===== src/rtl/pc_pkg.sv =====
// pc_pkg: shared types for the program-counter generator.
//   pc_state_e : fetch-control FSM states (boot, run, halt)
//   pc_sel_e   : which source the next PC was taken from, in priority order
package pc_pkg;

    typedef enum logic [1:0] {
        StBoot,
        StRun,
        StHalt
    } pc_state_e;

    typedef enum logic [2:0] {
        SelTrap,
        SelMisalign,
        SelRedirect,
        SelSeq,
        SelHold
    } pc_sel_e;

endpackage


===== src/rtl/pc_gen_if.sv =====
// pc_gen_if: instruction-fetch request channel between the PC generator and
// instruction memory.
//   fetch_addr  : current fetch address (PC generator -> memory)
//   fetch_valid : request valid        (PC generator -> memory)
//   fetch_ready : request accepted     (memory -> PC generator)
// modport master is the PC generator side, slave the memory side.
interface pc_gen_if #(
    parameter int unsigned XLEN = 32
);

    logic [XLEN-1:0] fetch_addr;
    logic            fetch_valid;
    logic            fetch_ready;

    modport master (
        output fetch_addr,
        output fetch_valid,
        input  fetch_ready
    );

    modport slave (
        input  fetch_addr,
        input  fetch_valid,
        output fetch_ready
    );

endinterface


===== src/rtl/pc_next_sel.sv =====
// pc_next_sel: combinational next-PC priority mux with redirect alignment check.
//   pc              : current PC
//   running         : fetch request is being offered (RUN state)
//   fetch_ready     : memory accepts the current request
//   stall           : blocks sequential advance only
//   redirect_valid  : branch/jump taken, destination in redirect_target
//   trap_valid      : trap entry, handler base in trap_vec
//   next_pc         : PC value for the next cycle
//   sel             : source of next_pc
//   misalign        : redirect target had nonzero low alignment bits
module pc_next_sel
    import pc_pkg::*;
#(
    parameter int unsigned XLEN       = 32,
    parameter int unsigned STEP       = 4,
    parameter int unsigned ALIGN_BITS = 2
) (
    input  logic [XLEN-1:0] pc,
    input  logic            running,
    input  logic            fetch_ready,
    input  logic            stall,
    input  logic            redirect_valid,
    input  logic [XLEN-1:0] redirect_target,
    input  logic            trap_valid,
    input  logic [XLEN-1:0] trap_vec,
    output logic [XLEN-1:0] next_pc,
    output pc_sel_e         sel,
    output logic            misalign
);

    // Ones in the low ALIGN_BITS positions; zero when ALIGN_BITS is 0.
    localparam logic [XLEN-1:0] AlignMask = XLEN'((64'd1 << ALIGN_BITS) - 64'd1);

    logic [XLEN-1:0] trap_base;
    logic            target_misaligned;
    logic            advance;

    always_comb begin
        trap_base         = trap_vec & ~AlignMask;
        target_misaligned = |(redirect_target & AlignMask);
        advance           = running & fetch_ready & ~stall;

        next_pc  = pc;
        sel      = SelHold;
        misalign = 1'b0;

        if (trap_valid) begin
            next_pc = trap_base;
            sel     = SelTrap;
        end else if (redirect_valid && target_misaligned) begin
            // A bad branch target is treated as a trap into the handler.
            next_pc  = trap_base;
            sel      = SelMisalign;
            misalign = 1'b1;
        end else if (redirect_valid) begin
            next_pc = redirect_target;
            sel     = SelRedirect;
        end else if (advance) begin
            // Wraps modulo 2^XLEN by construction.
            next_pc = pc + XLEN'(STEP);
            sel     = SelSeq;
        end
    end

endmodule


===== src/rtl/pc_gen.sv =====
// pc_gen: fetch-stage program-counter generator.
//   clk, rst        : clock, synchronous active-high reset
//   fetch           : fetch request channel (addr/valid out, ready in)
//   stall           : blocks sequential advance only
//   redirect_valid  : branch/jump taken; redirect_target is the destination
//   trap_valid      : trap entry; trap_vec is the handler base (low bits cleared)
//   halt_req/resume : enter/leave the halted state
//   halted          : high while halted
//   misalign        : one-cycle pulse after a misaligned redirect
//   badaddr         : last misaligned redirect target
// Redirects and traps update the PC in every state, including halt.
module pc_gen
    import pc_pkg::*;
#(
    parameter int unsigned     XLEN       = 32,
    parameter logic [XLEN-1:0] RESET_ADDR = '0,
    parameter int unsigned     STEP       = 4,
    parameter int unsigned     ALIGN_BITS = 2
) (
    input  logic            clk,
    input  logic            rst,
    pc_gen_if.master        fetch,
    input  logic            stall,
    input  logic            redirect_valid,
    input  logic [XLEN-1:0] redirect_target,
    input  logic            trap_valid,
    input  logic [XLEN-1:0] trap_vec,
    input  logic            halt_req,
    input  logic            resume,
    output logic            halted,
    output logic            misalign,
    output logic [XLEN-1:0] badaddr
);

    pc_state_e       state_q, state_d;
    logic [XLEN-1:0] pc_q;
    logic            misalign_q;
    logic [XLEN-1:0] badaddr_q;

    logic            running;
    logic [XLEN-1:0] next_pc;
    pc_sel_e         pc_sel;
    logic            misalign_d;

    // State register.
    always_ff @(posedge clk) begin
        if (rst) begin
            state_q <= StBoot;
        end else begin
            state_q <= state_d;
        end
    end

    // Next-state logic.
    always_comb begin
        state_d = state_q;
        unique case (state_q)
            StBoot: state_d = StRun;
            StRun: begin
                if (halt_req) begin
                    state_d = StHalt;
                end
            end
            StHalt: begin
                // halt_req wins over resume.
                if (resume && !halt_req) begin
                    state_d = StRun;
                end
            end
            default: state_d = StBoot;
        endcase
    end

    // State-decoded outputs; these come straight from the state register.
    always_comb begin
        running = (state_q == StRun);
        halted  = (state_q == StHalt);
    end

    pc_next_sel #(
        .XLEN       (XLEN),
        .STEP       (STEP),
        .ALIGN_BITS (ALIGN_BITS)
    ) u_next_sel (
        .pc              (pc_q),
        .running         (running),
        .fetch_ready     (fetch.fetch_ready),
        .stall           (stall),
        .redirect_valid  (redirect_valid),
        .redirect_target (redirect_target),
        .trap_valid      (trap_valid),
        .trap_vec        (trap_vec),
        .next_pc         (next_pc),
        .sel             (pc_sel),
        .misalign        (misalign_d)
    );

    // PC and misalign reporting registers.
    always_ff @(posedge clk) begin
        if (rst) begin
            pc_q       <= RESET_ADDR;
            misalign_q <= 1'b0;
            badaddr_q  <= '0;
        end else begin
            if (pc_sel != SelHold) begin
                pc_q <= next_pc;
            end
            misalign_q <= misalign_d;
            if (misalign_d) begin
                badaddr_q <= redirect_target;
            end
        end
    end

    assign fetch.fetch_addr  = pc_q;
    assign fetch.fetch_valid = running;
    assign misalign          = misalign_q;
    assign badaddr           = badaddr_q;

endmodule


===== src/flat_wrapper.sv =====
// flat-port wrapper written by rule: the top's interface ports become plain ports
module pc_gen_flat import pc_pkg::*;
#(
    parameter int unsigned     XLEN       = 32,
    parameter logic [XLEN-1:0] RESET_ADDR = '0,
    parameter int unsigned     STEP       = 4,
    parameter int unsigned     ALIGN_BITS = 2
)
  (clk, rst, stall, redirect_valid, redirect_target, trap_valid, trap_vec, halt_req, resume, halted, misalign, badaddr, fetch_fetch_addr, fetch_fetch_valid, fetch_fetch_ready);
  pc_gen_if #(.XLEN(XLEN)) fetch_i ();
  input  logic clk;
  input  logic rst;
  input  logic stall;
  input  logic redirect_valid;
  input  logic [XLEN-1:0] redirect_target;
  input  logic trap_valid;
  input  logic [XLEN-1:0] trap_vec;
  input  logic halt_req;
  input  logic resume;
  output logic halted;
  output logic misalign;
  output logic [XLEN-1:0] badaddr;
  output wire logic [$bits(fetch_i.fetch_addr)-1:0] fetch_fetch_addr;
  output wire logic [$bits(fetch_i.fetch_valid)-1:0] fetch_fetch_valid;
  input wire logic [$bits(fetch_i.fetch_ready)-1:0] fetch_fetch_ready;
  assign fetch_fetch_addr = fetch_i.fetch_addr;
  assign fetch_fetch_valid = fetch_i.fetch_valid;
  assign fetch_i.fetch_ready = fetch_fetch_ready;
  pc_gen #(.XLEN(XLEN), .RESET_ADDR(RESET_ADDR), .STEP(STEP), .ALIGN_BITS(ALIGN_BITS)) u_core (.clk(clk), .rst(rst), .fetch(fetch_i), .stall(stall), .redirect_valid(redirect_valid), .redirect_target(redirect_target), .trap_valid(trap_valid), .trap_vec(trap_vec), .halt_req(halt_req), .resume(resume), .halted(halted), .misalign(misalign), .badaddr(badaddr));
endmodule

===== config.mk =====
export PLATFORM = sky130hd
export DESIGN_NAME = pc_gen_flat
export DESIGN_NICKNAME = d
export VERILOG_FILES = /design/src/rtl/pc_pkg.sv /design/src/rtl/pc_gen_if.sv /design/src/rtl/pc_next_sel.sv /design/src/rtl/pc_gen.sv /design/src/flat_wrapper.sv
export SDC_FILE = /design/constraint.sdc
export NUM_CORES = 1
export LEC_CHECK = 0
export CAP_MARGIN = 20
export CORE_UTILIZATION = 48
export CTS_CLUSTER_SIZE = 10
export DETAILED_ROUTE_END_ITERATION = 10
export GPL_TIMING_DRIVEN = 0
export PLACE_DENSITY = 0.86
export SYNTH_ARGS = -nofsm -noshare
export SYNTH_HDL_FRONTEND = slang
export SYNTH_HIERARCHICAL = 1
export SYNTH_SLANG_ARGS = --single-unit

===== constraint.sdc =====
create_clock -name clk -period 3.35 [get_ports clk]
set_input_delay 0.5025 -clock clk [delete_from_list [all_inputs] [get_ports clk]]
set_output_delay 0.5025 -clock clk [all_outputs]
set_load 0.01 [all_outputs]

== Word level (Yosys, flattened, before mapping) ==
Index checks and enable logic that the tools add are counted.
Storage, ports and cells
  register bits: 67
  input port bits: 72
  output and inout port bits: 67
  logic and storage cells: 34
Cells by class
  add/sub/neg operators: 1
  equality and inequality tests: 5
  muxes and demuxes: 13
  bitwise operators: 3
  reduce and logical (&&, ||, !) cells: 8
Operators with widths (number)
  two-way mux 32 bit: 4
  adder 32 x 3 -> 32 bit (second input constant): 1
  two-way mux 3 bit: 4
  one-hot mux 2 bit (3 select lines): 1
  two-way mux 2 bit: 2
  AND reduction 2 bit: 2
  nonzero test 4 bit: 1
  != test 3 bit (second input constant): 1
  bitwise AND 1 bit: 2
  == test 2 x 1 -> 1 bit (second input constant): 1
  == test 2 bit (second input constant): 1
  logical AND 1 bit: 2
  logical NOT 2 bit: 1
  two-way mux 1 bit: 2
  != test 2 x 1 -> 1 bit (second input constant): 1
  != test 2 bit (second input constant): 1
  OR reduction 2 bit: 1
  logical NOT 1 bit: 1
  inverter 1 bit: 1

== Longest topological paths before layout ==
Gate-level depths: netlist of run 1.
  word-level depth: 9
  mapped depth: 10
  mapped depth without buffers: 8

== By module ==
Netlist of run 1, hierarchy kept.
Modules (own cells, without submodules)
  pc_gen: instances 1, cells an instance 258, area each 2369.8 um2, sequential area each 1341.3 um2
  pc_next_sel: instances 1, cells an instance 201, area each 1308.8 um2, sequential area each 0.0 um2

== Least setup slack after synthesis of run 1 ==
Ideal clock, no wire load.
  path type: register -> register
  start: register u_core.state_q[0]
  end: register u_core.pc_q[27], in the netlist u_core/fetch.fetch_addr[27]
  library setup time: 132 ps
  arrival: 2017 ps
  required time: 3218 ps
  path slack: 1201 ps
  stages on the path, launching flop included: 9
  path buffers: 0
  clock period less this slack: 2149 ps
  cell sequence: dfxtp_1 nor2b_1 nand3b_1 or4_4 nor4_2 xnor2_1 o21ai_1 nand2_1 a21oi_1
Between the ends
  longest elaborated chain between the ends: 9
  elaborated cells on any way between the ends: 10
  classes of those cells: eq/ne (2); mux (4); bitwise (2); reduce/logical (2)
RTL lines
  start: declaration: RTL line pc_gen.sv:35  | pc_state_e state_q, state_d;
  start signal: assignment: RTL line pc_gen.sv:48  | state_q <= StBoot;
  start signal: assignment: RTL line pc_gen.sv:50  | state_q <= state_d;
  == test 2 x 1 -> 1 bit *: RTL line pc_gen.sv:76  | running = (state_q == StRun);
  named net fetch_fetch_valid: RTL line flat_wrapper.sv:24  | output wire logic [$bits(fetch_i.fetch_valid)-1:0] fetch_fetch_valid;
  bitwise AND 1 bit * (2 in a row): RTL line pc_next_sel.sv:41  | advance = running & fetch_ready & ~stall;
  two-way mux 3 bit: RTL line pc_next_sel.sv:58  | end else if (advance) begin
  two-way mux 3 bit: RTL line pc_next_sel.sv:55  | end else if (redirect_valid) begin
  two-way mux 3 bit: RTL line pc_next_sel.sv:50  | end else if (redirect_valid && target_misaligned) begin
  two-way mux 3 bit: RTL line pc_next_sel.sv:47  | if (trap_valid) begin
  != test 3 bit: RTL line pc_gen.sv:105  | if (pc_sel != SelHold) begin
  AND reduction 2 bit (no source line) *
  end signal: assignment: RTL line pc_gen.sv:106  | pc_q <= next_pc;
  end: declaration: RTL line pc_gen.sv:36  | logic [XLEN-1:0] pc_q;
The timed path passes the listed nets; every way through them passes the cells marked *.
A chain may end at the register's enable or synchronous reset.

== Worst setup path in the final report of run 1 ==
  start: input redirect_valid
  end: register u_core.pc_q[7], in the netlist u_core/fetch.fetch_addr[7]
Between the ends
  longest elaborated chain between the ends: 5
  elaborated cells on any way between the ends: 10
  classes of those cells: eq/ne (1); mux (6); reduce/logical (3)
RTL lines
  start: declaration: RTL line flat_wrapper.sv:14  | input logic redirect_valid;
  two-way mux 3 bit or logical AND 1 bit (tied branches): RTL line pc_next_sel.sv:55, pc_next_sel.sv:50
  two-way mux 3 bit *: RTL line pc_next_sel.sv:50
  two-way mux 3 bit *: RTL line pc_next_sel.sv:47
  named net u_core.pc_sel[2]: RTL line pc_gen.sv:42  | pc_sel_e pc_sel;
  != test 3 bit *: RTL line pc_gen.sv:105
  AND reduction 2 bit (no source line) *
Marked as above.

==> results of run 1 <==
metrics by stage:
step | setup slack [ns] | hold WS, ns
after CTS | 0.681 | 0.464
final | 0.621 | 0.469
after detailed placement | 0.336 | 0.468
after global placement | 0.387 | 0.457
after floorplan | 1.20 | 0.484
after global routing | 0.437 | 0.491
per-layer routing:
| layer | GRT usage, % | up-vias | share of wire [%] | routed length (microns) |
|---|---|---|---|---|
| met4 | 14.9 | 0 | 2.6 | 297 |
| met5 | 0 | - | 0 | 0 |
| met3 | 5.45 | 31 | 9.4 | 1080 |
| li1 | - | 1899 | - | - |
| met1 | 37.7 | 1803 | 42 | 4750 |
| met2 | 47.1 | 217 | 46 | 5320 |
cells in the mapped netlist (5+ instances only):
library cell  instances  area [sq um]
clkbuf_1             14          52.6
mux2i_1              32           320
nand4_1               9          56.3
a22oi_1              21           158
o21ai_0              18          90.1
nand2_1              89           334
nor3_1                6          30.0
nor4_2                7          87.6
a21oi_1              39           195
inv_1                 6          22.5
xor2_1               10          87.6
nor2b_1               5          31.3
nor2_1               45           169
nand3_1               7          35.0
buf_2                 7          35.0
dfxtp_1              67          1340
buf_1                 5          18.8
xnor2_1              16           140
report_power, final:
group          leakage, nW  internal (mW)  switching (mW)  total [mW]
combinational         1.27          0.241           0.201       0.442
sequential           0.550          0.845          0.0579       0.903
clock               0.0799          0.274           0.300       0.574
registers in the layout, indices dropped and copies added (netlist names):
register                 cells
u_core/badaddr              32
u_core/fetch.fetch_addr     32
u_core/state_q               2
u_core/misalign              1
cells by family (layout without fill, tap and decap cells):
group           count (synthesis)  count (layout)
simple gates                  200             200
buf+inv                        38             186
mux                            32              32
xor+xnor                       26              26
fa+ha+maj                       1               1
flops                          67              67
compound gates                 95              95
critical path, cell delays in order:
cell             delay, ns
clkdlybuf4s50_1       0.61
or2_1                 0.14
clkbuf_1              0.37
clkbuf_1              0.52
nor2_1                0.09
or3b_1                0.18
buf_2                 0.17
buf_6                 0.17
nand2_1               0.06
a21oi_1               0.16
area by class of cell:
type | instances | area (sq um)
multi-input combinational | 354 | 2150
fill | 554 | 2020
buffer | 32 | 166
clock inverter | 3 | 17.5
inverter | 6 | 22.5
sequential | 67 | 1340
clock buffer | 10 | 138
timing repair buffer | 135 | 1350
tap | 99 | 124
path summary, 6_finish.rpt:
kind              depth (start not counted)  slack [ns]                                        to                                    start
setup / recovery                         10        0.62   u_core/fetch.fetch_addr[7]$_SDFFE_PP0P_                           redirect_valid
hold / removal                            2        0.47   u_core/fetch.fetch_addr[0]$_SDFFE_PP0P_  u_core/fetch.fetch_addr[0]$_SDFFE_PP0P_
setup reg to reg                          8        0.83  u_core/fetch.fetch_addr[25]$_SDFFE_PP0P_           u_core/state_q[0]$_SDFFE_PP0P_
hold reg to reg                           2        0.47   u_core/fetch.fetch_addr[0]$_SDFFE_PP0P_  u_core/fetch.fetch_addr[0]$_SDFFE_PP0P_
==> results.yml, run 1 <==
outcome:
  status: "finished clean"
clocking:
  clkTransAtPathRegs_ns: 0.07
  clk_latency_ns: 0.34
  htreeDepth: 3
  cts_resized: 0
  root_buffer: "clkbuf_8"
  cts_made_buffers: 9
  cts-hold-fix-buffers: 0
  clock-sinks: 67
  cts_buffer_depth: 2
  cts_tree: "done"
  cts_setup_buffers: 0
yosys:
  syn_inst: 459
  synth_top_family_by_area: "simple AND/OR/NAND/NOR gates"
  synth_edf_count: 0
  synth_fp_nets: 532
  syn-cell-area_sq_um: 3680
  yosys.area_share.adder_pct: 0.340
  synthDistinctLibCells: 47
  synth-xor-area-share_pct: 6.19
  yosysWarningCount: 6
  synth_seq_area_share_pct: 36.5
  syn_area_per_cell_sq_um: 8.01
  ys_ff_latch: 67
  synth_compound_area_share_pct: 15.7
  async_reset_ff_share_pct: 0
  ys.flop_type: "dfxtp_1"
  synthMuxAreaShare_pct: 8.71
  yosys.area_share.simple_pct: 27.4
sta:
  fmax_mhz: 366
  grt_setup_unrepaired: "false"
  final-hold-violation-count: 0
  fin_skew_ns: 0.00613
  slew_headroom_pct: 51.5
  maxSlewViolCount: 0
  period_share_pct: 81.5
  tns_ns: 0
  period_minus_slack_ns: 2.73
  setup_violations: 0
  worst_pin_slew_ns: 0.722
routing:
  drt-initial-drc-count: 300
  drtPass1Iterations: 5
  vias_per_cell: 5.59
  totalWireLength_mm: 11.5
  drc_errors: 0
  ant_nets: 0
  wire_per_inst_microns: 16.2
  vias: 3950
placed_design:
  dp_cells: 693
  gp_congestion: 0.872
  postPlaceCellArea_sq_um: 5150
  port_buffers: 135
  place.detailed.hpwl_mm: 8.49
power_and_ir_drop:
  p_per_area_nw_per_um2: 361
  leakage_nw: 1.90
  ir_drop_v: 0.000218
  p_total_mw: 1.92
global_routing:
  grt_overflow_total: 0
  grt_pass1_vias: 3735
  grt_use_total_pct: 29.4
  grt_max_degree: 11
  grt_antenna_before_repair: 0
  grt_pass1_wl_mm: 17.7
min_path:
  min_path_type: "reg2reg"
floorplan:
  core-area_sq_um: 7330
  dieArea_sq_um: 8020
  initial_core_util_pct: 50.2
  pin_count: 139
  num_rows: 31
  dieWidth_microns: 89.5
  die_h_microns: 89.5
finish:
  layout.cells.most_common: "clkdlybuf4s50_1"
  layout-drive-gt1-share_pct: 6.92
  final_cell_area_sq_um: 5310
  finalNonFillerCells: 706
  utilization_pct: 72.4
  diodes: 0
  layout.nets: 678
  syn_to_final_growth_pct: 44.3
  final_cell_mix: "clkdlybuf4s50_1, nand2_1, dfxtp_1"
critical_path:
  path_class: "in2reg"
  crit_path_start_kind: "primary input"
  crit_path_end_kind: "register"
  worst_ep_required_time_ns: 3.62
  critPathMaxFanout: 10
  critical_path_arrival_ns: 2.99
flow_run:
  max_cap_viol_count: 0
(Power assumes the default switching activity.)
==> inputs of run 2 (changes only) <==
--- a/config.mk
+++ b/config.mk
@@ -6,11 +6,11 @@
 export NUM_CORES = 1
 export LEC_CHECK = 0
 export CAP_MARGIN = 20
-export CORE_UTILIZATION = 48
+export CORE_UTILIZATION = 45
 export CTS_CLUSTER_SIZE = 10
 export DETAILED_ROUTE_END_ITERATION = 10
 export GPL_TIMING_DRIVEN = 0
-export PLACE_DENSITY = 0.86
+export PLACE_DENSITY = 0.81
 export SYNTH_ARGS = -nofsm -noshare
 export SYNTH_HDL_FRONTEND = slang
 export SYNTH_HIERARCHICAL = 1
==> constraint.sdc (replaced) <==
create_clock -name clk -period 2.6 [get_ports clk]
set_input_delay 0.39 -clock clk [delete_from_list [all_inputs] [get_ports clk]]
set_output_delay 0.39 -clock clk [all_outputs]
set_load 0.01 [all_outputs]
==> run 2 against run 1 <==
  * Hold slack lost 0.10 ns
  * Cell count up 0.71%
  * Largest power group unchanged
  * First-iteration DRC count down 17%
  * Sequential share of layout area shrank 0.24 points
  * Highest routed layer unchanged
  * Worst setup slack got worse by 0.50 ns
  * Core utilization shrank 3.8 points
  * Combinational power up 29%
  * Clock-buffer cell count increased by 3
  * Routed wire length up 0.51%
==> results.yml, run 2 (synthesis results as in run 1) <==
sta:
  final-hold-violation-count: 0
  fin_skew_ns: 0.00786
  finalWorstSetupSlack_ns: 0.122
  period_minus_slack_ns: 2.48
  worst_pin_slew_ns: 0.662
  maxSlewViolCount: 0
  period_share_pct: 95.3
  setup_violations: 0
  fmax_mhz: 404
  slew_headroom_pct: 55.9
clocking:
  cts-hold-fix-buffers: 0
  cts_tree: "done"
  htreeDepth: 3
  clkTransAtPathRegs_ns: 0.07
  cts_buffer_depth: 2
  root_buffer: "clkbuf_8"
  clock-sinks: 67
  cts_setup_buffers: 0
  clk_latency_ns: 0.35
  cts_made_buffers: 9
routing:
  drtPass1Iterations: 6
  wire_per_inst_microns: 16.2
  totalWireLength_mm: 11.5
  ant_nets: 0
  vias: 3962
  drt-initial-drc-count: 249
  drc_errors: 0
  vias_per_cell: 5.57
placed_design:
  gp_congestion: 0.901
  port_buffers: 135
  place.detailed.hpwl_mm: 8.67
  dpl_worst_slack_ns: -0.281
critical_path:
  r2r_slack_ns: 0.17
  worstSetupStartpoint: "redirect_valid"
  reg2reg_depth: 10
  worst_ep_required_time_ns: 2.80
  setup.worst_path.end: "u_core/fetch.fetch_addr[17]$_SDFFE_PP0P_"
  critPathMaxFanout: 10
  crit_path_end_kind: "register"
  path_class: "in2reg"
  r2r-end: "u_core/fetch.fetch_addr[24]$_SDFFE_PP0P_"
  critical_path_arrival_ns: 2.67
  crit_path_start_kind: "primary input"
  r2r-start: "u_core/state_q[0]$_SDFFE_PP0P_"
floorplan:
  die_h_microns: 92.4
  num_rows: 32
  core-area_sq_um: 7810
  pin_count: 139
  initial_core_util_pct: 47.1
  dieWidth_microns: 92.4
  dieArea_sq_um: 8540
min_path:
  min_path_type: "in2reg"
global_routing:
  grt_use_total_pct: 27.8
  grt_pass1_wl_mm: 18.6
  grt_antenna_before_repair: 0
  grt_overflow_total: 0
  grt_pass1_vias: 3784
  grt_max_degree: 11
finish:
  layout.cells.most_common: "clkdlybuf4s50_1"
  utilization_pct: 68.6
  syn_to_final_growth_pct: 45.7
  final_cell_mix: "clkdlybuf4s50_1, nand2_1, dfxtp_1"
  diodes: 0
  layout.nets: 678
  layout-drive-gt1-share_pct: 7.39
outcome:
  status: "finished clean"
power_and_ir_drop:
  p_per_area_nw_per_um2: 473
  ir_drop_v: 0.000298
  p_total_mw: 2.54
  leakage_nw: 1.93
flow_run:
  max_cap_viol_count: 0
[run 2: through the flow]
stage	cell area, sq um	std cells	hold slack (ns)	TNS, ns
after floorplan	3680	459	0.484	0
after global placement	5160	696	0.451	-7.51
after detailed placement	5160	696	0.465	-7.86
after CTS	5340	711	0.353	0
after global routing	5360	711	0.370	-0.00448
final	5360	711	0.366	0
[run 2: worst min-delay path by stage]
| stage | to | start | slack (ns) | depth (start not counted) |
|---|---|---|---|---|
| 2_1_floorplan | u_core/fetch.fetch_addr[0]$_SDFFE_PP0P_ | u_core/fetch.fetch_addr[0]$_SDFFE_PP0P_ | 0.48 | 2 |
| 3_3_place_gp | u_core/fetch.fetch_addr[1]$_SDFFE_PP0P_ | u_core/fetch.fetch_addr[1]$_SDFFE_PP0P_ | 0.45 | 2 |
| 4_1_cts | u_core/fetch.fetch_addr[26]$_SDFFE_PP0P_ | rst | 0.35 | 2 |
| 6_report | u_core/fetch.fetch_addr[26]$_SDFFE_PP0P_ | rst | 0.37 | 2 |
| 5_1_grt | u_core/fetch.fetch_addr[26]$_SDFFE_PP0P_ | rst | 0.37 | 2 |
| 3_5_place_dp | u_core/fetch.fetch_addr[1]$_SDFFE_PP0P_ | u_core/fetch.fetch_addr[1]$_SDFFE_PP0P_ | 0.47 | 2 |
[run 2: cell type report]
class                   count  area [sq um]
clock inverters             2          10.0
fillers                   688          2450
well taps                 102           128
flip-flops and latches     67          1340
inverters                   6          22.5
plain buffers              32           168
clock buffers              13           169
multi-input cells         354          2170
repair buffers            135          1350
[run 2: power breakdown]
group / leakage, nW / switching, mW / internal [mW]
sequential: 0.550 / 0.0750 / 1.09
clock: 0.0953 / 0.384 / 0.416
combinational: 1.28 / 0.260 / 0.311
[run 2: per-layer routing]
metal,track usage (%),part of all wire (%)
met1,35.7,43
met2,45.9,48
met3,5.25,8.2
met4,11.1,1.5
met5,0,0
[run 2: timing repair]
action / CTS / global route
resized for setup: 0 / 6
endpoints found under the hold margin: 0 / 0
endpoints found under the setup margin: 0 / 31
[run 2: critical path: stages]
cell	delay [ns]
clkdlybuf4s50_1	0.51
or2_1	0.27
clkbuf_1	0.23
buf_2	0.28
nor2_1	0.14
or3b_1	0.38
buf_2	0.18
buf_6	0.15
nand2_1	0.06
a21oi_1	0.07
